**config.mk**
```make
export PLATFORM = sky130hd
export DESIGN_NAME = bin2bcd_seq
export DESIGN_NICKNAME = d
export VERILOG_FILES = /design/src/rtl/bin2bcd_pkg.sv /design/src/rtl/bin2bcd_seq_step.sv /design/src/rtl/bin2bcd_seq.sv
export SDC_FILE = /design/constraint.sdc
export NUM_CORES = 1
export LEC_CHECK = 0
export CAP_MARGIN = 20
export CELL_PAD_IN_SITES_DETAIL_PLACEMENT = 2
export CELL_PAD_IN_SITES_GLOBAL_PLACEMENT = 2
export CORE_ASPECT_RATIO = 1.2
export CORE_MARGIN = 4
export CORE_UTILIZATION = 30
export CTS_CLUSTER_SIZE = 8
export DETAILED_ROUTE_END_ITERATION = 6
export PLACE_DENSITY_LB_ADDON = 0.1
export RECOVER_POWER = 50
export SETUP_SLACK_MARGIN = 0.02
export SYNTH_ARGS = -nofsm -noshare
export SYNTH_HDL_FRONTEND = slang
export SYNTH_SLANG_ARGS = --single-unit
```
**constraint.sdc**
```tcl
create_clock -name clk -period 2.15 [get_ports clk]
set_clock_uncertainty 0.1 [all_clocks]
set_input_delay 0.43 -clock clk [delete_from_list [all_inputs] [get_ports clk]]
set_output_delay 0.43 -clock clk [all_outputs]
set_load 0.01 [all_outputs]
```
**src/rtl/bin2bcd_pkg.sv**
```systemverilog
// Shared types and constants for the iterative binary-to-BCD converter.
package bin2bcd_pkg;

  typedef enum logic [1:0] {IDLE, SHIFT, DONE} state_e;

  localparam logic [3:0] BCD_ADJ_THRESH = 4'd5;
  localparam logic [3:0] BCD_ADJ_ADD    = 4'd3;

  function automatic int clog2(input int n);
    return $clog2(n);
  endfunction

endpackage

```
**src/rtl/bin2bcd_seq_step.sv**
```systemverilog
// One double-dabble iteration: add-3 on every digit >=5, then shift in one bit.
module bcd_dabble_step
  import bin2bcd_pkg::*;
#(
  parameter int DIGITS = 5
) (
  input  logic [4*DIGITS-1:0] acc_i,
  input  logic                bit_i,
  output logic [4*DIGITS-1:0] acc_o,
  output logic                carry_o
);

  logic [4*DIGITS-1:0] adj;

  for (genvar g = 0; g < DIGITS; g++) begin : g_dig
    assign adj[4*g +: 4] = (acc_i[4*g +: 4] >= BCD_ADJ_THRESH) ?
                           acc_i[4*g +: 4] + BCD_ADJ_ADD : acc_i[4*g +: 4];
  end

  assign acc_o   = {adj[4*DIGITS-2:0], bit_i};
  assign carry_o = adj[4*DIGITS-1];

endmodule

```
**src/rtl/bin2bcd_seq.sv**
```systemverilog
// Iterative binary-to-BCD converter, one bit per clock, valid/ready on both sides.
// Define BIN2BCD_SIGNED_EN to treat the operand as two's complement.
module bin2bcd_seq
  import bin2bcd_pkg::*;
#(
  parameter int BIN_W  = 14,
  parameter int DIGITS = 5
) (
  input  logic                clk,
  input  logic                rst,
  input  logic                in_valid,
  output logic                in_ready,
  input  logic [BIN_W-1:0]    binary,
  output logic                out_valid,
  input  logic                out_ready,
  output logic [4*DIGITS-1:0] bcd,
  output logic                overflow,
  output logic                sign
);

  localparam int CNT_W = clog2(BIN_W);
  localparam int BCD_W = 4*DIGITS;

  state_e             state_q, state_d;
  logic [BIN_W-1:0]   opnd_q, opnd_d;
  logic [BCD_W-1:0]   acc_q, acc_d;
  logic [CNT_W-1:0]   cnt_q, cnt_d;
  logic               ovf_q, ovf_d;
  logic               sign_q, sign_d;

  logic [BCD_W-1:0]   step_acc;
  logic               step_carry;
  logic [BIN_W-1:0]   mag;
  logic               sgn;

  bcd_dabble_step #(.DIGITS(DIGITS)) u_step (
    .acc_i  (acc_q),
    .bit_i  (opnd_q[BIN_W-1]),
    .acc_o  (step_acc),
    .carry_o(step_carry)
  );

`ifdef BIN2BCD_SIGNED_EN
  // Magnitude of the most negative value wraps to 2^(BIN_W-1), still exact as unsigned.
  assign sgn = binary[BIN_W-1];
  assign mag = sgn ? (~binary + 1'b1) : binary;
`else
  assign sgn = 1'b0;
  assign mag = binary;
`endif

  always_comb begin
    state_d = state_q;
    opnd_d  = opnd_q;
    acc_d   = acc_q;
    cnt_d   = cnt_q;
    ovf_d   = ovf_q;
    sign_d  = sign_q;
    case (state_q)
      IDLE: if (in_valid) begin
        opnd_d  = mag;
        sign_d  = sgn;
        acc_d   = '0;
        ovf_d   = 1'b0;
        cnt_d   = CNT_W'(BIN_W-1);
        state_d = SHIFT;
      end
      SHIFT: begin
        acc_d  = step_acc;
        opnd_d = {opnd_q[BIN_W-2:0], 1'b0};
        ovf_d  = ovf_q | step_carry;
        if (cnt_q == '0) state_d = DONE;
        else             cnt_d   = cnt_q - 1'b1;
      end
      DONE: if (out_ready) state_d = IDLE;
      default: state_d = IDLE;
    endcase
  end

  always_ff @(posedge clk) begin
    if (rst) begin
      state_q <= IDLE;
      opnd_q  <= '0;
      acc_q   <= '0;
      cnt_q   <= '0;
      ovf_q   <= 1'b0;
      sign_q  <= 1'b0;
    end else begin
      state_q <= state_d;
      opnd_q  <= opnd_d;
      acc_q   <= acc_d;
      cnt_q   <= cnt_d;
      ovf_q   <= ovf_d;
      sign_q  <= sign_d;
    end
  end

  assign in_ready  = (state_q == IDLE) && !rst;
  assign out_valid = (state_q == DONE);
  assign bcd       = acc_q;
  assign overflow  = ovf_q;
  assign sign      = sign_q;

endmodule

```
==> results of run 1 <==
## through the flow
stage | total power, mW | cell area (µm²) | cells | utilization | hold WS, ns
2_1_floorplan | 1.09 | 2200 | 273 | - | 0.355
3_3_place_gp | 1.25 | 2770 | 397 | 0.397 | 0.366
3_5_place_dp | 1.26 | 2770 | 397 | 0.397 | 0.375
4_1_cts | 1.85 | 2870 | 405 | 0.412 | 0.387
5_1_grt | 1.91 | 2860 | 405 | 0.410 | 0.416
6_report | 1.80 | 2860 | 405 | 0.410 | 0.385
## worst paths after layout
check | from | to | slack, ns | depth (start not counted)
setup / recovery | state_q[0]$_SDFFE_PP0P_ | out_valid | 0.14 | 2
hold / removal | opnd_q[9]$_SDFFE_PP0P_ | opnd_q[10]$_SDFFE_PP0P_ | 0.38 | 2
setup reg to reg | state_q[1]$_SDFFE_PP0P_ | bcd[15]$_SDFFE_PP0P_ | 0.29 | 5
hold reg to reg | opnd_q[9]$_SDFFE_PP0P_ | opnd_q[10]$_SDFFE_PP0P_ | 0.38 | 2
## Yosys cell counts
library cell / instances / area share
a211oi_1: 2 / 0.0068
a21oi_1: 6 / 0.014
a22oi_1: 3 / 0.010
a311oi_1: 13 / 0.052
a31oi_1: 2 / 0.0057
buf_1: 1 / 0.0017
buf_2: 8 / 0.018
buf_4: 1 / 0.0034
clkbuf_1: 8 / 0.014
conb_1: 1 / 0.0017
dfxtp_1: 41 / 0.37
ha_1: 11 / 0.063
inv_1: 25 / 0.043
nand2_1: 34 / 0.058
nand2b_1: 7 / 0.020
nand3_1: 19 / 0.043
nor2_1: 17 / 0.029
nor2b_1: 8 / 0.023
nor3_1: 2 / 0.0046
nor3b_1: 3 / 0.010
nor4b_1: 5 / 0.020
o2111ai_1: 10 / 0.040
o211ai_1: 11 / 0.038
o21a_1: 5 / 0.017
o21ai_0: 12 / 0.027
o21ba_2: 1 / 0.0046
o21bai_1: 2 / 0.0068
o31ai_1: 4 / 0.014
o32ai_1: 1 / 0.0040
or3_1: 2 / 0.0057
or3b_2: 1 / 0.0040
or4_1: 2 / 0.0068
xnor2_1: 5 / 0.020
## cells by family (layout without fill, tap and decap cells)
kind of cell,count (synthesis),after routing,synth area share
buf+inv,43,88,0.0796
fa+ha+maj,11,11,0.0626
other cells,1,1,0.00170
flops,41,41,0.373
simple gates,100,100,0.224
compound gates,72,72,0.239
xor+xnor,5,5,0.0199
## flip-flops by register name, summed over array words and instances, names as in the netlist
signal	flops
cnt_q	4
state_q	2
overflow	1
opnd_q	14
bcd	20
## metal layers
metal / up-vias / GRT usage
li1: 1055 / -
met1: 1043 / 0.187
met2: 34 / 0.291
met3: 5 / 0.0260
met4: 0 / 0.0512
met5: - / 0
## repair_timing
item | in CTS | in global routing
gates resized for setup | 0 | 1
setup endpoints to repair | 0 | 1
hold endpoints to repair | 0 | 0
## worst register-to-register path: cells and delay by family, from the launching register on
kind,cells,cell delay [ns]
flops,1,0.42
buf+inv,2,0.74
compound gates,3,0.53
## power breakdown
group	switching [mW]	internal (mW)
clock network	0.280	0.291
registers	0.0409	0.812
logic	0.214	0.165
total	0.534	1.27
## final cells by class
cell class	count	area [µm²]	area share
repair buffers	55	527	0.184
multi-input cells	189	1210	0.423
inverters	25	93.8	0.0328
clock inverters	1	5.00	0.00175
well taps	87	109	0.0381
clock buffers	7	96.3	0.0337
flip-flops and latches	41	821	0.287
==> results.toml, run 1 <==
[route]
drc = 0
firstDrtPassIters = 4
via_count = 2137
met3_length_um = 215
viasPerCell = 5.28
wl_met1_um = 2880
drt_iter0_drc = 38
highest_layer = "met4"
wl_met2_um = 3450
routed_wirelength_um = 6640
wl_per_cell_um = 16.4
drtAntennaViolNets = 0

[cts]
clk_pin_slew_ns = 0.08
cts_root_buf = "clkbuf_8"
clock_sinks = 41
hold_buffers = 0
clock_latency_ns = 0.29
cts_buffer_depth = 2
postCtsSetupRepairBufs = 0
cts_tree = "built"
htreeDepth = 2
cts_made_buffers = 5

[critical_path]
timing.critical_path.buf_inv = 1
cp-start-kind = "flip-flop"
crit_family = "buffers and inverters"
cp_cell_sequence = "nor2b_1 > clkdlybuf4s50_1"
critPathCaptureType = "output port"
cp_slowest_cell = "clkdlybuf4s50_1"
cpPeakStageDelay_ns = 0.57
timing.critical_path.fanout_max = 10
worstSetupPathType = "reg -> out"
cp.arrival_ns = 1.48
crit_required_ns = 1.62

[pwr]
power_density_mw_per_mm2 = 630
leakage_nw = 0.966
ir_drop_v = 0.000311

[floorplanning]
rows = 33
chipHeight_um = 102
start_util = 0.315
core_mm2 = 0.00698
die_x_um = 86.2
die_area_mm2 = 0.00877
ios = 42

[sta]
relSlewSlack = 0.590
tns_ns = 0
setup_slack_ns = 0.136
fmax_mhz = 497
period_minus_slack_ns = 2.01
finalCritPeriodShare = 0.937
rsz0062_at_grt = "false"
hold_violations = 0
worst_slew_pin_slew_ns = 0.614
report.final.slew_viol_count = 0
setup_viol = 0

[finish]
nets = 346
fillers = 817
layout_commonest_cell = "dfxtp_1"
layout_common_cells = "dfxtp_1 (41), clkdlybuf4s50_1 (37), nand2_1 (34)"
diodes = 0
drive_above_1_share = 0.0723
syn2layout_area_growth_pct = 30.0

[placed_design]
dp_hpwl_um = 4800
port_buffers = 40
dp_slack_ns = 0.0541
routabilityCongestion = 0.756

[outcome]
status = "finished clean"

[logic_synthesis]
yosysSeqAreaShare = 0.373
synth_warnings = 0
syn_area_mm2 = 0.00220
avgSynthCellArea_um2 = 8.06
netlist_instances = 273
syn_nets = 302
synth.distinct_cells = 33
ys_ff_latch = 41

[worst_hold_path]
hold_class = "reg -> reg"

[global_routing]
gr-total-overflow = 0
grt_pass1_vias = 2241
grt_pass1_wl_um = 11100
grt_max_degree = 29
track_usage = 0.159
antenna_found_initial = 0

[run]
maxCapViolCount = 0
Note: power is estimated with default switching activity, not from simulation.
==> inputs of run 2 (changes only) <==
MAX_ROUTING_LAYER = met4   (was unset)
==> results.toml, run 2 (same netlist as run 1, synthesis figures left out) <==
[critical_path]
crit_start = "state_q[0]$_SDFFE_PP0P_"
cp-start-kind = "flip-flop"
cp.arrival_ns = 1.48
timing.critical_path.fanout_max = 10
worstSetupPathType = "reg -> out"
r2r_start = "state_q[1]$_SDFFE_PP0P_"
crit_required_ns = 1.62
critPathCaptureType = "output port"
reg2regPathDepth = 5

[sta]
rsz0062_at_grt = "false"
tns_ns = 0
fmax_mhz = 497
period_minus_slack_ns = 2.01
report.final.slew_viol_count = 0
hold_violations = 0
relSlewSlack = 0.597
finalCritPeriodShare = 0.936
setup_viol = 0
worst_slew_pin_slew_ns = 0.604

[pwr]
leakage_nw = 0.966
power_density_mw_per_mm2 = 630
ir_drop_v = 0.000316

[global_routing]
gr-total-overflow = 0
track_usage = 0.164
gr-usage-met3 = 0.0244
grt-busiest-layer = "met2"
grtUsageMet2 = 0.290
antenna_found_initial = 0
grt_max_degree = 29
grt_pass1_wl_um = 11100
grt_pass1_vias = 2234
use_met1 = 0.190

[cts]
clk_pin_slew_ns = 0.08
cts_made_buffers = 5
cts_root_buf = "clkbuf_8"
cts_tree = "built"
postCtsSetupRepairBufs = 0
clock_sinks = 41
cts_buffer_depth = 2
htreeDepth = 2
clock_latency_ns = 0.30

[finish]
layout_commonest_cell = "dfxtp_1"
diodes = 0
layout_common_cells = "dfxtp_1 (41), clkdlybuf4s50_1 (37), nand2_1 (34)"
drive_above_1_share = 0.0723
largest_reg_flops = 20
final_area_mm2 = 0.00286
syn2layout_area_growth_pct = 30.0
nets = 346

[floorplanning]
die_area_mm2 = 0.00877
rows = 33
start_util = 0.315
ios = 42
core_mm2 = 0.00698
die_x_um = 86.2
chipHeight_um = 102

[worst_hold_path]
hold_class = "reg -> reg"
min_from = "opnd_q[9]$_SDFFE_PP0P_"
min_path_cells = 2

[route]
wl_per_cell_um = 16.3
routed_wirelength_um = 6610
firstDrtPassIters = 3
via_count = 2146
drt_iter0_drc = 44
drtAntennaViolNets = 0
viasPerCell = 5.30
drc = 0

[placed_design]
placed_area_mm2 = 0.00277
routabilityCongestion = 0.765
dp_hpwl_um = 4800
port_buffers = 40

[run]
maxCapViolCount = 0

[outcome]
status = "finished clean"
==> run 2: cell counts in the layout (fill, tap and decap cells not counted) <==
Identical to the previous run, type by type.
==> run 2: worst paths after layout <==
path | endpoint | slack [ns]
worst min register to register | opnd_q[10]$_SDFFE_PP0P_ | 0.38
worst max-delay path | out_valid | 0.14
worst min-delay path | opnd_q[10]$_SDFFE_PP0P_ | 0.38
worst max register to register | bcd[15]$_SDFFE_PP0P_ | 0.31
==> run 2: critical path, stage by stage, from the launching register on <==
cell             delay [ns]
dfxtp_1                0.42
nor2b_1                0.20
clkdlybuf4s50_1        0.57
==> run 2: per-layer routing <==
metal  wire, µm  vias to the layer above
met2       3440                       37
met3        197                        6
li1           -                     1058
met5          0                        -
met1       2890                     1045
met4         89                        0
==> run 2: repair_timing <==
item | in CTS | in global routing
setup endpoints to repair | 0 | 1
hold buffers | 0 | 0
resized for setup | 0 | 1
==> run 2: power breakdown <==
| group | switching [mW] | internal, mW | leakage (nW) |
|---|---|---|---|
| Clock | 0.278 | 0.291 | 0.0542 |
| Combinational | 0.215 | 0.165 | 0.577 |
| Sequential | 0.0405 | 0.812 | 0.335 |
| Total | 0.533 | 1.27 | 0.966 |
==> run 2: metrics by stage <==
stage / worst slack [ns] / hold slack (ns) / utilization / power (mW) / cells
after floorplan: 0.525 / 0.355 / - / 1.09 / 273
after global placement: 0.0809 / 0.366 / 0.397 / 1.25 / 397
after detailed placement: 0.0541 / 0.375 / 0.397 / 1.26 / 397
after CTS: 0.0338 / 0.387 / 0.412 / 1.85 / 405
after global routing: 0.0446 / 0.416 / 0.410 / 1.91 / 405
final: 0.137 / 0.384 / 0.410 / 1.80 / 405
==> run 2: area by class of cell <==
cell class | count | area (µm²)
sequential | 41 | 821
fill | 817 | 4120
clock buffer | 7 | 96.3
multi-input combinational | 189 | 1210
inverter | 25 | 93.8
timing repair buffer | 55 | 527
clock inverter | 1 | 5.00
tap | 87 | 109
